## config.mk

```make
export PLATFORM = sky130hd
export DESIGN_NAME = mem_stage_flat
export DESIGN_NICKNAME = d
export VERILOG_FILES = /design/src/rtl/mem_stage_if.sv /design/src/rtl/mem_stage.sv /design/src/flat_wrapper.sv
export SDC_FILE = /design/constraint.sdc
export NUM_CORES = 1
export LEC_CHECK = 0
export ABC_AREA = 1
export CAP_MARGIN = 40
export CORE_ASPECT_RATIO = 0.8
export CORE_MARGIN = 5
export CORE_UTILIZATION = 44
export CTS_BUF_LIST = sky130_fd_sc_hd__clkbuf_2
export DETAILED_ROUTE_END_ITERATION = 12
export PLACE_DENSITY = 0.84
export SYNTH_ARGS = -nofsm -noshare
export SYNTH_HDL_FRONTEND = slang
export SYNTH_SLANG_ARGS = --single-unit
```

## constraint.sdc

```tcl
create_clock -name clk -period 1.9 [get_ports clk]
set_clock_uncertainty 0.1 [all_clocks]
set_input_delay 0.285 -clock clk [delete_from_list [all_inputs] [get_ports clk]]
set_output_delay 0.285 -clock clk [all_outputs]
set_load 0.05 [all_outputs]
```

## src/rtl/mem_stage_if.sv

```systemverilog
// rtl/mem_stage_if.sv - EX-to-MEM, data-memory and writeback signals of the memory stage
interface mem_stage_if;
  logic        ex_valid;
  logic [5:0]  ex_op;
  logic [31:0] ex_alu_out;
  logic [31:0] ex_wdata;
  logic [4:0]  ex_dest;
  logic        ex_zero;
  logic        flush;
  logic        mem_busy;
  logic        dmem_req;
  logic        dmem_we;
  logic [31:0] dmem_addr;
  logic [31:0] dmem_wdata;
  logic        dmem_ack;
  logic [31:0] dmem_rdata;
  logic        wb_valid;
  logic        wb_regwrite;
  logic [31:0] wb_data;
  logic [4:0]  wb_dest;
  logic        branch_taken;
  logic        mem_err;

  modport master (
    output ex_valid, ex_op, ex_alu_out, ex_wdata, ex_dest, ex_zero, flush,
    output dmem_ack, dmem_rdata,
    input  mem_busy, dmem_req, dmem_we, dmem_addr, dmem_wdata,
    input  wb_valid, wb_regwrite, wb_data, wb_dest, branch_taken, mem_err
  );

  modport slave (
    input  ex_valid, ex_op, ex_alu_out, ex_wdata, ex_dest, ex_zero, flush,
    input  dmem_ack, dmem_rdata,
    output mem_busy, dmem_req, dmem_we, dmem_addr, dmem_wdata,
    output wb_valid, wb_regwrite, wb_data, wb_dest, branch_taken, mem_err
  );
endinterface

```

## src/rtl/mem_stage.sv

```systemverilog
// rtl/mem_stage.sv - pipeline MEM stage: single outstanding lw/sw with ack timeout, ALU/branch pass-through to WB
module mem_stage #(
  parameter int TIMEOUT = 15
) (
  input  logic        clk,
  input  logic        rst_n,
  mem_stage_if.slave  bus
);
  localparam logic [5:0] OP_LW  = 6'h23;
  localparam logic [5:0] OP_SW  = 6'h2B;
  localparam logic [5:0] OP_BEQ = 6'h04;
  localparam logic [5:0] OP_BNE = 6'h05;
  localparam logic [4:0] TIMEOUT_CNT = 5'(TIMEOUT);

  typedef enum logic {IDLE, ACCESS} state_t;

  state_t      state, state_next;
  logic [3:0]  wait_cnt;
  logic [4:0]  dest_q;
  logic        load_q;
  logic        accept;
  logic        is_mem;
  logic        timeout_hit;

  function automatic logic writes_reg(input logic [5:0] op, input logic [4:0] dest);
    logic hit;
    case (op)
      6'h00, 6'h08, 6'h09, 6'h0C, 6'h0D, 6'h0E, 6'h23: hit = 1'b1;
      default:                                         hit = 1'b0;
    endcase
    return hit && (dest != 5'd0);
  endfunction

  assign bus.mem_busy = (state == ACCESS);
  assign accept       = bus.ex_valid & ~bus.flush & ~bus.mem_busy;
  assign is_mem       = (bus.ex_op == OP_LW) || (bus.ex_op == OP_SW);
  // The cycle whose missing ack would bring the wait count up to TIMEOUT aborts the access.
  assign timeout_hit  = (state == ACCESS) && !bus.dmem_ack &&
                        (({1'b0, wait_cnt} + 5'd1) == TIMEOUT_CNT);

  always_ff @(posedge clk or negedge rst_n) begin
    if (!rst_n) state <= IDLE;
    else        state <= state_next;
  end

  always_comb begin
    state_next = state;
    case (state)
      IDLE:    if (accept && is_mem)               state_next = ACCESS;
      ACCESS:  if (bus.dmem_ack || timeout_hit)    state_next = IDLE;
      default:                                     state_next = IDLE;
    endcase
  end

  always_ff @(posedge clk or negedge rst_n) begin
    if (!rst_n) begin
      wait_cnt         <= 4'd0;
      dest_q           <= 5'd0;
      load_q           <= 1'b0;
      bus.dmem_req     <= 1'b0;
      bus.dmem_we      <= 1'b0;
      bus.dmem_addr    <= 32'd0;
      bus.dmem_wdata   <= 32'd0;
      bus.wb_valid     <= 1'b0;
      bus.wb_regwrite  <= 1'b0;
      bus.wb_data      <= 32'd0;
      bus.wb_dest      <= 5'd0;
      bus.branch_taken <= 1'b0;
      bus.mem_err      <= 1'b0;
    end else begin
      bus.wb_valid     <= 1'b0;
      bus.branch_taken <= 1'b0;
      if (state == ACCESS) begin
        if (bus.dmem_ack) begin
          bus.dmem_req    <= 1'b0;
          bus.dmem_we     <= 1'b0;
          bus.wb_valid    <= 1'b1;
          bus.wb_dest     <= dest_q;
          bus.wb_regwrite <= load_q && (dest_q != 5'd0);
          bus.wb_data     <= load_q ? bus.dmem_rdata : bus.dmem_addr;
        end else if (timeout_hit) begin
          bus.dmem_req <= 1'b0;
          bus.dmem_we  <= 1'b0;
          bus.mem_err  <= 1'b1;
        end else begin
          wait_cnt <= wait_cnt + 4'd1;
        end
      end else if (accept) begin
        if (is_mem) begin
          bus.dmem_req   <= 1'b1;
          bus.dmem_we    <= (bus.ex_op == OP_SW);
          bus.dmem_addr  <= bus.ex_alu_out;
          bus.dmem_wdata <= (bus.ex_op == OP_SW) ? bus.ex_wdata : 32'd0;
          dest_q         <= bus.ex_dest;
          load_q         <= (bus.ex_op == OP_LW);
          wait_cnt       <= 4'd0;
        end else begin
          bus.wb_valid     <= 1'b1;
          bus.wb_data      <= bus.ex_alu_out;
          bus.wb_dest      <= bus.ex_dest;
          bus.wb_regwrite  <= writes_reg(bus.ex_op, bus.ex_dest);
          bus.branch_taken <= ((bus.ex_op == OP_BEQ) || (bus.ex_op == OP_BNE)) && bus.ex_zero;
        end
      end
    end
  end
endmodule
```

## src/flat_wrapper.sv

```systemverilog
// flat-port wrapper written by rule: the top's interface ports become plain ports
module mem_stage_flat 
#(
  parameter int TIMEOUT = 15
)
  (clk, rst_n, bus_ex_valid, bus_ex_op, bus_ex_alu_out, bus_ex_wdata, bus_ex_dest, bus_ex_zero, bus_flush, bus_dmem_ack, bus_dmem_rdata, bus_mem_busy, bus_dmem_req, bus_dmem_we, bus_dmem_addr, bus_dmem_wdata, bus_wb_valid, bus_wb_regwrite, bus_wb_data, bus_wb_dest, bus_branch_taken, bus_mem_err);
  mem_stage_if bus_i ();
  input  logic clk;
  input  logic rst_n;
  input wire logic [$bits(bus_i.ex_valid)-1:0] bus_ex_valid;
  input wire logic [$bits(bus_i.ex_op)-1:0] bus_ex_op;
  input wire logic [$bits(bus_i.ex_alu_out)-1:0] bus_ex_alu_out;
  input wire logic [$bits(bus_i.ex_wdata)-1:0] bus_ex_wdata;
  input wire logic [$bits(bus_i.ex_dest)-1:0] bus_ex_dest;
  input wire logic [$bits(bus_i.ex_zero)-1:0] bus_ex_zero;
  input wire logic [$bits(bus_i.flush)-1:0] bus_flush;
  input wire logic [$bits(bus_i.dmem_ack)-1:0] bus_dmem_ack;
  input wire logic [$bits(bus_i.dmem_rdata)-1:0] bus_dmem_rdata;
  output wire logic [$bits(bus_i.mem_busy)-1:0] bus_mem_busy;
  output wire logic [$bits(bus_i.dmem_req)-1:0] bus_dmem_req;
  output wire logic [$bits(bus_i.dmem_we)-1:0] bus_dmem_we;
  output wire logic [$bits(bus_i.dmem_addr)-1:0] bus_dmem_addr;
  output wire logic [$bits(bus_i.dmem_wdata)-1:0] bus_dmem_wdata;
  output wire logic [$bits(bus_i.wb_valid)-1:0] bus_wb_valid;
  output wire logic [$bits(bus_i.wb_regwrite)-1:0] bus_wb_regwrite;
  output wire logic [$bits(bus_i.wb_data)-1:0] bus_wb_data;
  output wire logic [$bits(bus_i.wb_dest)-1:0] bus_wb_dest;
  output wire logic [$bits(bus_i.branch_taken)-1:0] bus_branch_taken;
  output wire logic [$bits(bus_i.mem_err)-1:0] bus_mem_err;
  assign bus_i.ex_valid = bus_ex_valid;
  assign bus_i.ex_op = bus_ex_op;
  assign bus_i.ex_alu_out = bus_ex_alu_out;
  assign bus_i.ex_wdata = bus_ex_wdata;
  assign bus_i.ex_dest = bus_ex_dest;
  assign bus_i.ex_zero = bus_ex_zero;
  assign bus_i.flush = bus_flush;
  assign bus_i.dmem_ack = bus_dmem_ack;
  assign bus_i.dmem_rdata = bus_dmem_rdata;
  assign bus_mem_busy = bus_i.mem_busy;
  assign bus_dmem_req = bus_i.dmem_req;
  assign bus_dmem_we = bus_i.dmem_we;
  assign bus_dmem_addr = bus_i.dmem_addr;
  assign bus_dmem_wdata = bus_i.dmem_wdata;
  assign bus_wb_valid = bus_i.wb_valid;
  assign bus_wb_regwrite = bus_i.wb_regwrite;
  assign bus_wb_data = bus_i.wb_data;
  assign bus_wb_dest = bus_i.wb_dest;
  assign bus_branch_taken = bus_i.branch_taken;
  assign bus_mem_err = bus_i.mem_err;
  mem_stage #(.TIMEOUT(TIMEOUT)) u_core (.clk(clk), .rst_n(rst_n), .bus(bus_i));
endmodule
```

==> impl_metrics.py, run 1 <==
metrics = {
    "flow_run": {
        "max_cap_violations": 0,
    },
    "timing": {
        "setup_tns_ns": 0,
        "whs_ns": 0.03136,
        "worst_pin_slew_ns": 0.3988,
        "fmax_mhz": 558.5,
        "setup_viol": 0,
        "drv_slew": 0,
        "fin_crit_sh": 0.9424,
        "max-slew-margin-rel": 0.7342,
        "min_period_ns": 1.791,
        "hold_viol": 0,
    },
    "critical_path": {
        "worst_path_max_delay_cell": "dfrtp_1",
        "worstPathCellList": "buf_4",
        "slowest_delay_ns": 0.51,
        "startpoint_type": "flip-flop",
        "critPathKind": "flip-flop to primary output",
        "crit_fanout": 2,
        "cp_data_arrival_time_ns": 1.41,
        "cp_num_buf_inv": 1,
        "end_kind": "primary output",
        "worstPathRequired_ns": 1.51,
        "cp_top_family": "flip-flops",
    },
    "synthesis": {
        "synth_compound_area_frac": 0.1614,
        "netlist_area_sq_um": 5349,
        "synth_seq_area_share": 0.5520,
        "postSynthCellCount": 630,
        "syn_nets": 745,
        "synthXorXnorAreaFrac": 0.001637,
        "yosysWarningCount": 0,
        "synth_top_family_by_area": "simple AND/OR/NAND/NOR gates",
        "synth.area.mux_share": 0,
        "syn_avg_cell_area_sq_um": 8.490,
        "yosys.area_share.adder": 0.004678,
        "ys_ff_latch": 118,
        "yosys.cell_types.count": 25,
        "yosys.area_share.simple": 0.2012,
    },
    "die": {
        "die_h_microns": 108.6,
        "pin_count": 221,
        "start_util": 0.4448,
        "core_area_sq_um": 12030,
        "num_rows": 36,
        "dieArea_sq_um": 14480,
        "die_w_microns": 133.3,
    },
    "clocking": {
        "cts_tree": "done",
        "ctsHtreeMaxLevel": 4,
        "clkSinkCount": 118,
        "cts_buffer_depth": 2,
        "clkLatencyLatePin_ns": 0.63,
        "cts_root_buf": "clkbuf_2",
        "clk_pin_slew_ns": 0.22,
        "cts_buffers": 17,
    },
    "global_route": {
        "grt_max_degree": 53,
        "grtUsageTotal": 0.2310,
        "grt_first_pass_wirelength_mm": 26.43,
        "antenna_found_initial": 1,
        "grt_pass1_vias": 5202,
        "grt-ovfl-total": 0,
    },
    "pwr": {
        "power_mw": 7.096,
        "p_per_area_nw_per_um2": 886.5,
        "ir_worst_vdd_uv": 490.9,
        "power_leakage_nw": 4.018,
    },
    "route": {
        "drt-total-wl_mm": 17.47,
        "vias_per_cell": 5.065,
        "wl_per_cell_microns": 16.67,
        "first_pass_iters": 6,
        "drt_iter0_drc": 385,
        "drcViolationCount": 0,
        "num_vias": 5308,
        "ant_nets": 0,
    },
    "placement": {
        "place_congestion": 0.8244,
        "place_hpwl_mm": 12.01,
        "port_buffers": 220,
    },
    "finish": {
        "nets": 997,
        "area_growth_pct": 49.66,
        "n_fill_cell": 981,
        "drive_gt1_frac": 0.1911,
    },
    "status": {
        "outcome": "finished, final reports clean",
    },
    "worst_hold_path": {
        "hp-class": "primary input to flip-flop",
    },
}
==> cell families after synthesis <==
kind of cell	count (synthesis)
compound gates	147
buf+inv	91
fa+ha+maj	2
simple gates	271
flops	118
xor+xnor	1
==> Yosys cell counts <==
cell | count | area [sq um]
o21ai_0 | 67 | 335.3
buf_4 | 1 | 7.510
nand3_1 | 15 | 75.07
clkbuf_1 | 14 | 52.55
buf_1 | 1 | 3.750
buf_2 | 14 | 70.07
nand3b_1 | 1 | 7.510
inv_1 | 50 | 187.7
nor2_8 | 1 | 20.02
o22ai_1 | 2 | 12.51
nor2_1 | 83 | 311.6
nor2_2 | 1 | 6.260
o22a_1 | 31 | 271.5
nand4_1 | 4 | 25.02
inv_2 | 3 | 11.26
ha_1 | 2 | 25.02
xor2_1 | 1 | 8.760
nor3_1 | 1 | 5.000
dfrtp_1 | 118 | 2953
nor3_2 | 1 | 10.01
a31oi_1 | 1 | 6.260
o21a_1 | 3 | 22.52
nand2_1 | 164 | 615.6
a21oi_1 | 43 | 215.2
buf_6 | 8 | 90.09
==> per-stage QoR <==
step | utilization | instances | setup WS, ns | instance area, sq um
final | 0.6656 | 1048 | 0.1094 | 8005
after global routing | 0.6656 | 1048 | -0.0002551 | 8005
after CTS | 0.6614 | 1023 | 0.01653 | 7954
after detailed placement | 0.6304 | 984 | -0.05030 | 7581
after global placement | 0.6304 | 984 | -0.0009656 | 7581
after floorplan | - | 630 | 0.2154 | 5349
==> repair_timing <==
action | CTS | global route
buffers inserted | 0 | 0
resized for setup | 99 | 63
hold endpoints to repair | 123 | 48
setup endpoints to repair | 33 | 33
hold buffers | 7 | 24
==> power breakdown <==
part           switching [mW]  internal [mW]
clock network           0.976          0.736
registers               0.213           2.81
logic                    1.57          0.796
total                    2.76           4.34
==> registers in the layout (all words and copies together) (netlist names), 4 cells and up <==
register	count
u_core.bus.dmem_addr	32
u_core.bus.dmem_wdata	32
u_core.bus.wb_data	32
u_core.bus.wb_dest	5
u_core.dest_q	5
u_core.wait_cnt	4
==> per-layer routing <==
metal | wire length, microns | vias up | track usage
met3 | 1875 | 30 | 0.1061
met4 | 455 | 0 | 0.06021
met2 | 8096 | 263 | 0.3736
met5 | 0 | - | 0
li1 | - | 2544 | -
met1 | 7039 | 2471 | 0.2840
==> area by class of cell <==
type,instances,area (sq um),area share
Sequential cell,118,2954,0.3690
Antenna cell,1,2.502,0.0003126
Multi-Input combinational cell,421,1991,0.2487
Inverter,53,198.9,0.02485
Timing Repair Buffer,271,2417,0.3020
Clock inverter,13,156.4,0.01954
Clock buffer,19,95.09,0.01188
Tap cell,152,190.2,0.02376
==> path summary, 6_finish.rpt <==
kind / to / depth (start not counted) / slack [ns] / from
setup / recovery: bus_dmem_wdata[12] / 1 / 0.11 / u_core.bus.dmem_wdata[12]
hold / removal: u_core.bus.dmem_wdata[18] / 3 / 0.03 / bus_ex_wdata[18]
setup reg to reg: u_core.bus.dmem_req / 7 / 0.18 / u_core.wait_cnt[0]
hold reg to reg: u_core.bus.dmem_wdata[14] / 2 / 0.41 / u_core.bus.dmem_wdata[14]
max in group asynchronous: u_core.dest_q[2] / 4 / 0.72 / rst_n
min in group asynchronous: u_core.bus.dmem_wdata[12] / 4 / 0.64 / rst_n
==> placed cells by master (no fill, tap or decap), drive strengths merged <==
master	n
nand2	164
buf	128
dfrtp	118
clkdlybuf4s50	111
nor2	85
o21ai	67
inv	54
a21oi	43
o22a	31
dlygate4sd3	30
clkbuf	19
nand3	15
clkinv	5
nand4	4
clkinvlp	4
o21a	3
bufinv	3
o22ai	2
ha	2
clkdlybuf4s15	2
nor3	2
diode	1
xor2	1
nand3b	1
a31oi	1
(Power assumes the default switching activity.)
==> run 2: changes to the inputs <==
- CORE_UTILIZATION: 44 -> 40
- PLACE_DENSITY: 0.84 -> 0.78
==> run 2 against run 1 <==
Sequential power is essentially flat. Non-clock buffer count shrank 7. Clock-buffer cell count decreased by 2. Sequential share of layout area is 0.62 points lower. Hold slack better by 0.051 ns. Sequential cell count did not move. Combinational power barely moved. Register-to-register slack about the same. First-iteration DRC count fell by 17%. Fmax hardly changed. Total power up 3.4%. Critical path depth unchanged.
==> impl_metrics.py, run 2 (synthesized netlist as in run 1, its figures left out) <==
metrics = {
    "status": {
        "outcome": "finished, final reports clean",
    },
    "timing": {
        "max-slew-margin-rel": 0.6694,
        "setup_viol": 0,
        "worst_pin_slew_ns": 0.4959,
        "min_period_ns": 1.790,
        "drv_slew": 0,
        "fin_crit_sh": 0.9421,
        "hold_viol": 0,
        "rsz0062_at_grt": "no",
        "fmax_mhz": 558.7,
    },
    "route": {
        "vias_per_cell": 4.903,
        "drcViolationCount": 0,
        "wl_per_cell_microns": 16.02,
        "ant_nets": 0,
        "drt-total-wl_mm": 17.02,
        "drt_iter0_drc": 320,
        "first_pass_iters": 7,
        "num_vias": 5207,
    },
    "worst_hold_path": {
        "hp-class": "primary input to flip-flop",
    },
    "clocking": {
        "cts_tree": "done",
        "ctsHtreeMaxLevel": 4,
        "cts_buffers": 17,
        "clkSinkCount": 118,
        "cts_root_buf": "clkbuf_2",
        "cts_buffer_depth": 2,
        "clkLatencyLatePin_ns": 0.63,
        "clk_pin_slew_ns": 0.19,
    },
    "critical_path": {
        "crit_fanout": 2,
        "crit-reg2reg-launch": "u_core.bus.mem_busy",
        "worst_path_max_delay_cell": "dfrtp_1",
        "cp_top_family": "flip-flops",
        "worstPathCellList": "clkdlybuf4s18_2",
        "end_kind": "primary output",
        "cp_num_buf_inv": 1,
        "startpoint_type": "flip-flop",
        "worst-path-stages": 1,
        "ff2ff_path_depth": 7,
        "slowest_delay_ns": 0.41,
        "r2r-end": "u_core.bus.dmem_wdata[8]",
        "crit_start": "u_core.bus.dmem_wdata[28]",
        "r2r_setup_slack_ns": 0.17,
        "cp_data_arrival_time_ns": 1.40,
        "critPathKind": "flip-flop to primary output",
        "worstPathRequired_ns": 1.51,
        "critPathCapture": "bus_dmem_wdata[28]",
    },
    "global_route": {
        "grt-ovfl-total": 0,
        "antenna_found_initial": 0,
        "busiest_layer": "met2",
        "met2_usage": 0.3287,
        "grt_pass1_vias": 5188,
        "grt_use_met1": 0.2849,
        "grt.met3_usage": 0.08927,
        "grt_first_pass_wirelength_mm": 27.18,
        "grtUsageTotal": 0.2145,
        "grt_max_degree": 59,
    },
    "finish": {
        "top_regs": "u_core.bus.dmem_addr: 32 flops, u_core.bus.dmem_wdata: 32 flops, u_core.bus.wb_data: 32 flops",
        "drive_gt1_frac": 0.1939,
        "mostFrequentLayoutCells": "163 x nand2_1, 117 x dfrtp_1, 111 x clkdlybuf4s50_1",
        "fin_cells": 1062,
        "regArea_sq_um": 2954,
        "stdcell_area_sq_um": 8142,
        "area_growth_pct": 52.21,
        "n_fill_cell": 1088,
        "nets": 990,
        "insertedDiodeCount": 0,
        "multi_input_area_sq_um": 1988,
        "final_common_cell": "nand2_1",
    },
    "die": {
        "core_area_sq_um": 12960,
        "start_util": 0.4126,
        "num_rows": 37,
        "die_h_microns": 113.4,
        "pin_count": 221,
        "die_w_microns": 139.3,
        "dieArea_sq_um": 15800,
    },
    "placement": {
        "dpl_cell_area_sq_um": 7617,
        "place_congestion": 0.8609,
        "place_hpwl_mm": 11.17,
        "dp_cells": 1006,
        "port_buffers": 220,
    },
    "pwr": {
        "power_leakage_nw": 4.046,
        "ir_worst_vdd_uv": 456.4,
        "power_mw": 7.338,
        "p_per_area_nw_per_um2": 901.3,
    },
    "flow_run": {
        "max_cap_violations": 0,
    },
}
==> run 2: cell count changes in the layout (fill, tap and decap cells not counted), sizes merged, moves of 2 or more <==
cell and change:
clkbuf -2, dlygate4sd3 -10, bufbuf +2, clkdlybuf4s15 +10
bufinv +2, buf -10
==> run 2: what timing repair did <==
action,in CTS,in global routing
hold endpoints to repair,133,3
gates cloned,2,0
gates resized for setup,88,34
buffers inserted,2,1
setup endpoints to repair,30,18
hold buffers,17,3
==> run 2: cell type report <==
class                           count  area share
Tap cell                          175     0.02689
Inverter                           53     0.02444
Timing Repair Buffer              264      0.3055
Clock inverter                     14     0.02566
Sequential cell                   118      0.3628
Multi-Input combinational cell    421      0.2442
Clock buffer                       17     0.01045
==> run 2: metal layers <==
layer,share of wire,wire length [microns],up-vias
met3,0.11,1953,24
met2,0.44,7431,244
met4,0.015,261,0
li1,-,-,2521
met1,0.43,7371,2418
met5,0,0,-
==> run 2: metrics by stage <==
step	utilization	setup WS, ns	hold slack (ns)	TNS [ns]
finish	0.6281	0.1100	0.08261	0
global route	0.6281	0.0004816	0.008820	0
CTS	0.6327	0.01248	0.0008719	0
detailed placement	0.5876	-0.03754	0.1896	-0.4985
global placement	0.5876	-0.001306	0.1856	-0.001306
floorplan	-	0.2154	-0.1106	0
==> run 2: worst min-delay path by stage <==
| stage | depth (start not counted) | startpoint | end | slack (ns) |
|---|---|---|---|---|
| floorplan | 0 | rst_n | u_core.bus.branch_taken | -0.11 |
| global placement | 1 | rst_n | u_core.bus.dmem_addr[13] | 0.19 |
| detailed placement | 1 | rst_n | u_core.bus.dmem_addr[16] | 0.19 |
| CTS | 3 | bus_ex_wdata[30] | u_core.bus.dmem_wdata[30] | 0.0009 |
| global route | 3 | bus_ex_wdata[27] | u_core.bus.dmem_wdata[27] | 0.009 |
| finish | 3 | bus_ex_wdata[27] | u_core.bus.dmem_wdata[27] | 0.08 |
==> run 2: power by group <==
| part | total [mW] | switching [mW] | internal [mW] |
|---|---|---|---|
| combinational | 2.36 | 1.55 | 0.808 |
| clock | 1.97 | 0.992 | 0.979 |
| sequential | 3.01 | 0.205 | 2.81 |
| total | 7.34 | 2.74 | 4.59 |
==> run 3: changes to the inputs <==
- SLEW_MARGIN: not set -> 20
==> results of run 3 <==
Final layout, timing and power as in run 2 (identical DEF).
